==> src/rtl/div_sequencer_if.sv <==
// div_sequencer_if
//   Request/response bundle between the pipeline and the iterative divider.
//   master : pipeline side, drives start/sign/a/b/flush, observes status and result
//   slave  : divider side
//   Signals:
//     start    request, sampled by the divider only when it is idle or done
//     sign     1 = signed divide, 0 = unsigned
//     a, b     dividend and divisor
//     flush    abort the operation in flight
//     busy     stall request to the pipeline
//     done     one-cycle completion pulse
//     div_zero divisor of the completed operation was zero
//     result   {remainder, quotient}
interface div_sequencer_if #(
  parameter int WIDTH = 32
);
  logic               start;
  logic               sign;
  logic [WIDTH-1:0]   a;
  logic [WIDTH-1:0]   b;
  logic               flush;
  logic               busy;
  logic               done;
  logic               div_zero;
  logic [2*WIDTH-1:0] result;

  modport master (
    output start, sign, a, b, flush,
    input  busy, done, div_zero, result
  );

  modport slave (
    input  start, sign, a, b, flush,
    output busy, done, div_zero, result
  );
endinterface

==> src/rtl/div_sequencer.sv <==
// div_sequencer
//   Multi-cycle restoring divider with its own sequencer, one quotient bit per
//   clock. Handles signed and unsigned operands; result is {remainder, quotient}.
//   Ports:
//     clk  system clock, rising edge
//     rst  asynchronous, active-high reset
//     bus  div_sequencer_if.slave (start/sign/a/b/flush in, busy/done/div_zero/result out)
//
//   state | meaning
//   IDLE  | waiting for start
//   PREP  | operands latched; form magnitudes, detect divide-by-zero
//   RUN   | one restoring step per clock, WIDTH steps
//   FIX   | apply signs to quotient and remainder
//   DONE  | done pulse; result register already holds the answer
module div_sequencer #(
  parameter int WIDTH = 32
) (
  input  logic            clk,
  input  logic            rst,
  div_sequencer_if.slave  bus
);

  localparam int CW = (WIDTH > 1) ? $clog2(WIDTH) : 1;
  localparam logic [WIDTH-1:0] ONE      = WIDTH'(1);
  localparam logic [CW-1:0]    CNT_ONE  = CW'(1);
  localparam logic [CW-1:0]    CNT_LAST = CW'(WIDTH - 1);

  typedef enum logic [2:0] {
    IDLE = 3'd0,
    PREP = 3'd1,
    RUN  = 3'd2,
    FIX  = 3'd3,
    DONE = 3'd4
  } state_t;

  state_t             state_q, state_d;
  logic [WIDTH-1:0]   a_q, a_d;
  logic [WIDTH-1:0]   b_q, b_d;
  logic               sign_q, sign_d;
  logic [WIDTH-1:0]   rem_q, rem_d;
  logic [WIDTH-1:0]   quo_q, quo_d;
  logic [WIDTH-1:0]   dvs_q, dvs_d;
  logic [CW-1:0]      cnt_q, cnt_d;
  logic               neg_q_q, neg_q_d;
  logic               neg_r_q, neg_r_d;
  logic [2*WIDTH-1:0] result_q, result_d;
  logic               div_zero_q, div_zero_d;

  logic [WIDTH-1:0]   abs_a, abs_b;
  logic [WIDTH:0]     shifted, diff;
  logic [WIDTH-1:0]   q_fix, r_fix;

  // Magnitudes; the most-negative value maps onto itself, which is correct
  // when read as unsigned.
  assign abs_a = (sign_q && a_q[WIDTH-1]) ? (~a_q + ONE) : a_q;
  assign abs_b = (sign_q && b_q[WIDTH-1]) ? (~b_q + ONE) : b_q;

  // Partial remainder shifted left with the next dividend bit; kept one bit
  // wider so the compare against the divisor never overflows.
  assign shifted = {rem_q, quo_q[WIDTH-1]};
  assign diff    = shifted - {1'b0, dvs_q};

  assign q_fix = neg_q_q ? (~quo_q + ONE) : quo_q;
  assign r_fix = neg_r_q ? (~rem_q + ONE) : rem_q;

  always_comb begin
    state_d    = state_q;
    a_d        = a_q;
    b_d        = b_q;
    sign_d     = sign_q;
    rem_d      = rem_q;
    quo_d      = quo_q;
    dvs_d      = dvs_q;
    cnt_d      = cnt_q;
    neg_q_d    = neg_q_q;
    neg_r_d    = neg_r_q;
    result_d   = result_q;
    div_zero_d = div_zero_q;

    unique case (state_q)
      IDLE: begin
        if (bus.start && !bus.flush) begin
          a_d     = bus.a;
          b_d     = bus.b;
          sign_d  = bus.sign;
          state_d = PREP;
        end
      end

      PREP: begin
        if (bus.flush) begin
          state_d = IDLE;
        end else if (b_q == '0) begin
          result_d   = {a_q, {WIDTH{1'b1}}};
          div_zero_d = 1'b1;
          state_d    = DONE;
        end else begin
          quo_d   = abs_a;
          dvs_d   = abs_b;
          rem_d   = '0;
          cnt_d   = '0;
          neg_q_d = sign_q & (a_q[WIDTH-1] ^ b_q[WIDTH-1]);
          neg_r_d = sign_q & a_q[WIDTH-1];
          state_d = RUN;
        end
      end

      RUN: begin
        if (bus.flush) begin
          state_d = IDLE;
        end else begin
          // diff[WIDTH] set means the subtraction borrowed: keep the shift.
          if (!diff[WIDTH]) begin
            rem_d = diff[WIDTH-1:0];
            quo_d = {quo_q[WIDTH-2:0], 1'b1};
          end else begin
            rem_d = shifted[WIDTH-1:0];
            quo_d = {quo_q[WIDTH-2:0], 1'b0};
          end
          cnt_d = cnt_q + CNT_ONE;
          if (cnt_q == CNT_LAST) begin
            state_d = FIX;
          end
        end
      end

      FIX: begin
        if (bus.flush) begin
          state_d = IDLE;
        end else begin
          result_d   = {r_fix, q_fix};
          div_zero_d = 1'b0;
          state_d    = DONE;
        end
      end

      DONE: begin
        if (bus.start && !bus.flush) begin
          a_d     = bus.a;
          b_d     = bus.b;
          sign_d  = bus.sign;
          state_d = PREP;
        end else begin
          state_d = IDLE;
        end
      end

      default: state_d = IDLE;
    endcase
  end

  always_ff @(posedge clk or posedge rst) begin
    if (rst) begin
      state_q    <= IDLE;
      a_q        <= '0;
      b_q        <= '0;
      sign_q     <= 1'b0;
      rem_q      <= '0;
      quo_q      <= '0;
      dvs_q      <= '0;
      cnt_q      <= '0;
      neg_q_q    <= 1'b0;
      neg_r_q    <= 1'b0;
      result_q   <= '0;
      div_zero_q <= 1'b0;
    end else begin
      state_q    <= state_d;
      a_q        <= a_d;
      b_q        <= b_d;
      sign_q     <= sign_d;
      rem_q      <= rem_d;
      quo_q      <= quo_d;
      dvs_q      <= dvs_d;
      cnt_q      <= cnt_d;
      neg_q_q    <= neg_q_d;
      neg_r_q    <= neg_r_d;
      result_q   <= result_d;
      div_zero_q <= div_zero_d;
    end
  end

  assign bus.busy     = (state_q == PREP) || (state_q == RUN) || (state_q == FIX);
  assign bus.done     = (state_q == DONE);
  assign bus.div_zero = div_zero_q;
  assign bus.result   = result_q;

endmodule
==> src/flat_wrapper.sv <==
// flat-port wrapper written by rule: the top's interface ports become plain ports
module div_sequencer_flat 
#(
  parameter int WIDTH = 32
)
  (clk, rst, bus_start, bus_sign, bus_a, bus_b, bus_flush, bus_busy, bus_done, bus_div_zero, bus_result);
  div_sequencer_if #(.WIDTH(WIDTH)) bus_i ();
  input  logic clk;
  input  logic rst;
  input wire logic [$bits(bus_i.start)-1:0] bus_start;
  input wire logic [$bits(bus_i.sign)-1:0] bus_sign;
  input wire logic [$bits(bus_i.a)-1:0] bus_a;
  input wire logic [$bits(bus_i.b)-1:0] bus_b;
  input wire logic [$bits(bus_i.flush)-1:0] bus_flush;
  output wire logic [$bits(bus_i.busy)-1:0] bus_busy;
  output wire logic [$bits(bus_i.done)-1:0] bus_done;
  output wire logic [$bits(bus_i.div_zero)-1:0] bus_div_zero;
  output wire logic [$bits(bus_i.result)-1:0] bus_result;
  assign bus_i.start = bus_start;
  assign bus_i.sign = bus_sign;
  assign bus_i.a = bus_a;
  assign bus_i.b = bus_b;
  assign bus_i.flush = bus_flush;
  assign bus_busy = bus_i.busy;
  assign bus_done = bus_i.done;
  assign bus_div_zero = bus_i.div_zero;
  assign bus_result = bus_i.result;
  div_sequencer #(.WIDTH(WIDTH)) u_core (.clk(clk), .rst(rst), .bus(bus_i));
endmodule
==> config.mk <==
export PLATFORM = sky130hd
export DESIGN_NAME = div_sequencer_flat
export DESIGN_NICKNAME = d
export VERILOG_FILES = /design/src/rtl/div_sequencer_if.sv /design/src/rtl/div_sequencer.sv /design/src/flat_wrapper.sv
export SDC_FILE = /design/constraint.sdc
export NUM_CORES = 1
export LEC_CHECK = 0
export ABC_AREA = 0
export BUFFER_PORTS_ARGS = -buffer_cell sky130_fd_sc_hd__buf_2
export CELL_PAD_IN_SITES_DETAIL_PLACEMENT = 1
export CELL_PAD_IN_SITES_GLOBAL_PLACEMENT = 1
export CORE_MARGIN = 4
export CORE_UTILIZATION = 46
export DETAILED_ROUTE_END_ITERATION = 10
export PLACE_DENSITY_LB_ADDON = 0.3
export SKIP_LAST_GASP = 1
export SLEW_MARGIN = 20
export SYNTH_ARGS = -nofsm -noshare
export SYNTH_HDL_FRONTEND = slang
export SYNTH_SLANG_ARGS = --single-unit
==> constraint.sdc <==
create_clock -name clk -period 9.55 [get_ports clk]
set_input_delay 1.91 -clock clk [delete_from_list [all_inputs] [get_ports clk]]
set_output_delay 1.91 -clock clk [all_outputs]
set_load 0.05 [all_outputs]
==> results.toml, run 1 <==
[floorplanning]
initial_core_util_pct = 47.1
floorplan.rows = 62
fp.dieH_microns = 180
io_pins = 136
die_area_sq_um = 32600
core_area_sq_um = 29000
die_x_microns = 180

[route]
drt_iter0_markers = 589
vias = 11697
wl_microns = 38300
routed_via_density = 5.66
postRouteAntennaNets = 0
drt_pass1_iterations = 5
avgRoutedWirePerCell_microns = 18.5
drc = 0

[power_and_ir_drop]
ir_drop_mv = 0.143
powerDensity_nw_per_um2 = 293
leakage_uw = 0.00710

[synthesis]
syn_area_per_cell_sq_um = 8.77
yosysTopAreaCell = "dfrtp_1"
syn_area_sq_um = 13700
synth-edff-count = 0
yosysUniqueCellTypes = 64
synth.area.top_cells = "dfrtp_1 43%, o21ai_0 6.4%, a21oi_1 5.9%, nand2_1 5.4%, xor2_1 5.4%"
ys_ff_latch = 236
syn_nets = 1667
async_reset_ff_share_pct = 100
ys.warnings.count = 0
ys_seq_area_share_pct = 43.2
synth_top_area_share_pct = 43.2
netlist_instances = 1559
yosys_most_used_dff = "dfrtp_1"

[clock_tree]
cts.path.max_buffers = 3
insertion_delay_ps = 560
cts_made_buffers = 29
cts_tree = "done"
postCtsHoldBufs = 0
cts_sinks = 236
htreeDepth = 1
cts.root.buffer_cell = "clkbuf_16"
clk_pin_slew_ps = 60
cts.repair.resized = 0
post_cts_buffers = 0

[timing]
fin_setup_tns_ps = 0
clock_skew_ps = 12.5
setup_viol = 0
fmax_ghz = 0.236
slew_viol_final = 0
timing.final.crit_share_pct = 44.4
rsz0062_at_grt = "no"
hold_violations = 0
period_needed_ps = 4240
slew-limit-headroom_pct = 26.0
worst-slew-pin-transition_ps = 1110

[worst_setup_path]
path_cells = "or4_1, nor4_1, and3b_1, a31o_2, mux2_2, or3_2, buf_4, buf_4, inv_2, nand2_1, o21ai_0"
crit_fanout = 62
worstPathRequired_ps = 9970
timing.rr.end = "u_core.dvs_q[29]"
cp_top_family = "simple AND/OR/NAND/NOR gates"
cp_num_buf_inv = 3
critPathLaunchType = "register"
cp_slowest_stage_delay_ps = 600
r2r_slack_ps = 5310
worstPathArrival_ps = 4660
r2r_start = "u_core.b_q[7]"
cp_slowest_cell = "or4_1"
crit_top_cell = "buf_4"
path_class = "reg2reg"
worstSetupEndpointType = "register"
rr_worst_depth = 11

[grt]
grt_max_degree = 84
grt_remaining_overflow = 0
grt_usage_pct = 23.2
antenna_found_initial = 0
grt_pass1_vias = 12280
grt_first_pass_wirelength_microns = 63800

[cells_and_area]
layout-drive-gt1-share_pct = 16.5
area_delta_synth_final_pct = 14.8
fin_cells = 2065
nNetsFinal = 1766
n_antenna_cell = 0

[worst_hold_path]
hold_path_end = "u_core.cnt_q[4]"
min-delay-start = "u_core.cnt_q[4]"
hold_class = "reg2reg"
worst_hold_path.num_cells = 2

[job]
cap_viol_max_count = 0

[outcome]
status = "finished, final reports clean"

[placement]
io_buffers = 135
dpl.cell_count = 2011
gp_congestion = 0.897
hpwl_microns = 27600
## sequential cells by signal, indices dropped and copies added, names as in the netlist
name,cells
u_core.neg_r_q,1
u_core.neg_q_q,1
u_core.b_q,32
u_core.sign_q,1
u_core.rem_q,32
u_core.quo_q,32
u_core.bus.div_zero,1
u_core.bus.result,64
u_core.a_q,32
u_core.cnt_q,5
u_core.state_q,3
u_core.dvs_q,32
## cells by family after synthesis
logic type / count (synthesis) / synth area share (%)
adders and majority gates: 39 / 3.62
AOI/OAI and AO/OA: 450 / 18.9
and+or+nand+nor: 490 / 15.9
DFF: 236 / 43.2
muxes: 65 / 5.29
buffers and inverters: 136 / 3.87
xor gates and xnor gates: 143 / 9.16
## cells in the mapped netlist (7+ instances only)
library cell    n
dfrtp_1       236
nand2_1       196
o21ai_0       175
a21oi_1       162
nor2_1        159
xor2_1         84
clkbuf_1       65
xnor2_1        59
mux2_2         58
inv_1          55
ha_1           38
o31ai_1        30
nor3_1         23
nand3_1        21
or4_1          15
o41ai_1        14
buf_2          12
or3_1          12
nand2b_1       11
nor4_1         10
o211ai_1       10
and3_1          9
a211oi_1        8
a32oi_1         8
and2_1          7
mux2i_1         7
## cell type report
| cell class | count | area, sq um |
|---|---|---|
| Fill cell | 3368 | 13300 |
| Multi-Input combinational cell | 1187 | 7270 |
| Sequential cell | 236 | 5910 |
| Clock buffer | 41 | 851 |
| Timing Repair Buffer | 148 | 781 |
| Tap cell | 384 | 480 |
| Inverter | 56 | 218 |
| Clock inverter | 13 | 186 |
## layout by cell type (no fill, tap or decap), drive strengths merged, types with 4 or more instances in the layout
cell	n
o31ai	30
nor4	10
mux2	58
mux2i	7
nor2b	4
ha	38
nand2	196
a32oi	8
o21a	5
nor3	23
inv	57
clkinv	7
or2	5
xnor2	59
a211oi	8
and3	9
a21o	5
or3	13
nand3b	4
buf	148
bufinv	4
or4	16
o41ai	15
a21oi	162
a31oi	6
nand3	21
xor2	84
o211ai	10
clkbuf	41
o21ai	176
nor3b	4
nor2	159
dfrtp	236
nand2b	11
and2	7
## metrics by stage
stage                     util (%)  cell area, sq um  total power [uW]  setup slack, ps  hold slack, ps
final                         54.1             15700              4590             5310             479
after CTS                     54.1             15700              4630             5310             480
after global routing          54.1             15700              4900             5000             516
after floorplan                  -             13700              2940             1170             445
after global placement        50.5             14700              3330             5460             456
after detailed placement      50.5             14700              3420             5330             465
## where the power goes
group          internal [uW]  switching [uW]  leakage [uW]  total, uW
combinational            631            1160       0.00362       1800
clock                    729             443      0.000514       1170
sequential              1300             325       0.00297       1630
total                   2660            1930       0.00710       4590
## worst reg2reg max path, stage by stage, from the launching register on
cell     delay, ps
dfrtp_1        430
or4_1          600
nor4_1         310
and3b_1        450
a31o_2         300
mux2_2         160
or3_2          100
buf_4          380
buf_4          570
inv_2          230
nand2_1        400
o21ai_0        190
## layer usage
metal	vias to the layer above	global-route usage (%)	wire, microns	part of all wire, %
li1	5654	-	-	-
met3	57	2.58	1400	3.7
met4	0	4.87	779	2.0
met1	5749	31.3	17200	45
met5	-	0	0	0
met2	237	40.5	18900	49
## how the worst max path moves through the flow
stage | start | endpoint | slack (ps) | cells past startpoint
after detailed placement | u_core.b_q[7] | u_core.quo_q[21] | 5330 | 11
after CTS | u_core.b_q[7] | u_core.dvs_q[29] | 5310 | 11
after global routing | u_core.b_q[7] | u_core.dvs_q[27] | 5000 | 11
final | u_core.b_q[7] | u_core.dvs_q[29] | 5310 | 11
after floorplan | rst | u_core.a_q[0] | 1170 | 1
after global placement | bus_flush | u_core.neg_r_q | 5460 | 8
Note: power is estimated with default switching activity, not from simulation.
==> inputs of run 2 (changes only) <==
CORE_UTILIZATION = 41   (was 46)
clock period = 3.72 ns   (was 9.55 ns; I/O delays follow)
==> run 2 against run 1 <==
  * First-iteration DRC count decreased by 25%
  * Setup slack worse by 5000 ps
  * Die area grew 12%
  * Wire length increased by 0.78%
  * Utilization is 5.7 points lower
  * Final area up 0.88%
  * Register-to-register slack worse by 5000 ps
==> results.toml, run 2 (synthesized netlist as in run 1, its figures left out) <==
[worst_setup_path]
worstPathArrival_ps = 3790
critPathLaunchType = "register"
crit_fanout = 17
worstSetupEndpointType = "register"
path_class = "reg2reg"
worstPathRequired_ps = 4140

[clock_tree]
cts_sinks = 236
postCtsHoldBufs = 0
cts_tree = "done"
cts.path.max_buffers = 3
htreeDepth = 1
clk_pin_slew_ps = 60
cts_made_buffers = 29
cts.repair.resized = 0
insertion_delay_ps = 570
cts.root.buffer_cell = "clkbuf_16"
post_cts_buffers = 0

[timing]
timing.final.crit_share_pct = 90.5
fmax_ghz = 0.297
worst-slew-pin-transition_ps = 1130
rsz0062_at_grt = "no"
slew_viol_final = 0
hold_ws_ps = 355
period_needed_ps = 3370
setup_slack_ps = 354
hold_violations = 0
slew-limit-headroom_pct = 24.3
clock_skew_ps = 23.3
setup_viol = 0

[floorplanning]
die_area_sq_um = 36300
initial_core_util_pct = 41.8
io_pins = 136
die_x_microns = 191
core_area_sq_um = 32700
floorplan.rows = 66
fp.dieH_microns = 191

[cells_and_area]
final_cell_mix = "236 x dfrtp_1, 196 x nand2_1, 175 x o21ai_0"
final_cell_area_sq_um = 15800
layout.area.seq_sq_um = 5910
multi_input_area_sq_um = 7270
layout_commonest_cell = "dfrtp_1"
layout-drive-gt1-share_pct = 17.0
fillers = 3903
area_delta_synth_final_pct = 15.8
nNetsFinal = 1785
largest_reg_flops = 64
n_antenna_cell = 0

[route]
avgRoutedWirePerCell_microns = 18.0
drt_iter0_markers = 443
wl_microns = 38600
drc = 0
vias = 11783
drt_pass1_iterations = 7
postRouteAntennaNets = 0
routed_via_density = 5.51

[grt]
grt_pass1_vias = 12193
antenna_found_initial = 1
grt_remaining_overflow = 0
grt_usage_pct = 21.2
grt_max_degree = 125
grt_first_pass_wirelength_microns = 64000

[placement]
hpwl_microns = 28500
io_buffers = 135
gp_congestion = 0.828
place_area_sq_um = 14900
dp_slack_ps = 414

[power_and_ir_drop]
powerDensity_nw_per_um2 = 724
leakage_uw = 0.00715
ir_drop_mv = 0.421
power_uw = 11500

[outcome]
status = "finished, final reports clean"

[worst_hold_path]
hold_class = "in2async"

[job]
cap_viol_max_count = 0
## run 2: cell types whose count changed in the layout (fill, tap and decap cells not counted), sizes merged
cell | before | now
buf | 148 | 167
bufinv | 4 | 0
clkinv | 7 | 5
inv | 57 | 56
clkbuf | 41 | 44
## run 2: per-layer routing
| layer | up-vias | GRT usage (%) | wire length (microns) |
|---|---|---|---|
| met1 | 5839 | 28.3 | 17400 |
| met3 | 58 | 3.02 | 1470 |
| met5 | - | 0 | 13 |
| met2 | 201 | 37.1 | 18800 |
| met4 | 2 | 4.39 | 837 |
| li1 | 5683 | - | - |
## run 2: where the power goes
part / internal [uW] / switching (uW) / total (uW)
registers: 3340 / 828 / 4170
logic: 1640 / 2990 / 4640
clock network: 1580 / 1090 / 2660
## run 2: per-stage QoR
stage                     utilization, %  TNS (ps)  instances
after floorplan                        -    -27350       1559
after global placement              45.7         0       2088
after detailed placement            45.7         0       2088
after CTS                           48.4         0       2138
after global routing                48.4         0       2138
final                               48.4         0       2138
## run 2: worst paths after layout
path                                            start               endpoint  slack, ps  depth (start not counted)
worst min register to register  u_core.bus.result[62]  u_core.bus.result[62]        480                          2
min in group clk                             bus_b[6]          u_core.b_q[6]        400                          3
worst min-delay path                              rst  u_core.bus.result[29]        350                          3
max in group asynchronous                         rst       u_core.rem_q[24]       2770                          3
worst max-delay path                 u_core.rem_q[26]        u_core.rem_q[6]        350                         12
worst max register to register       u_core.rem_q[26]        u_core.rem_q[6]        350                         12
## run 2: layout make-up
cell class                 instances  share of cell area, %
multi-input combinational       1187                   45.9
sequential                       236                   37.3
timing repair buffer             167                   6.26
clock buffer                      44                   5.44
tap                              442                   3.49
inverter                          56                   1.35
clock inverter                     6                  0.213
## run 2: critical path: stages (launching register included)
cell and delay [ps]:
dfrtp_1 490, ha_1 390, o21ai_0 430, nor2_1 100, a211o_1 310, a21o_1 180
a41o_1 230, xnor2_2 450, buf_12 220, buf_4 160, nor2_1 50, a21oi_1 130
o21ai_0 100
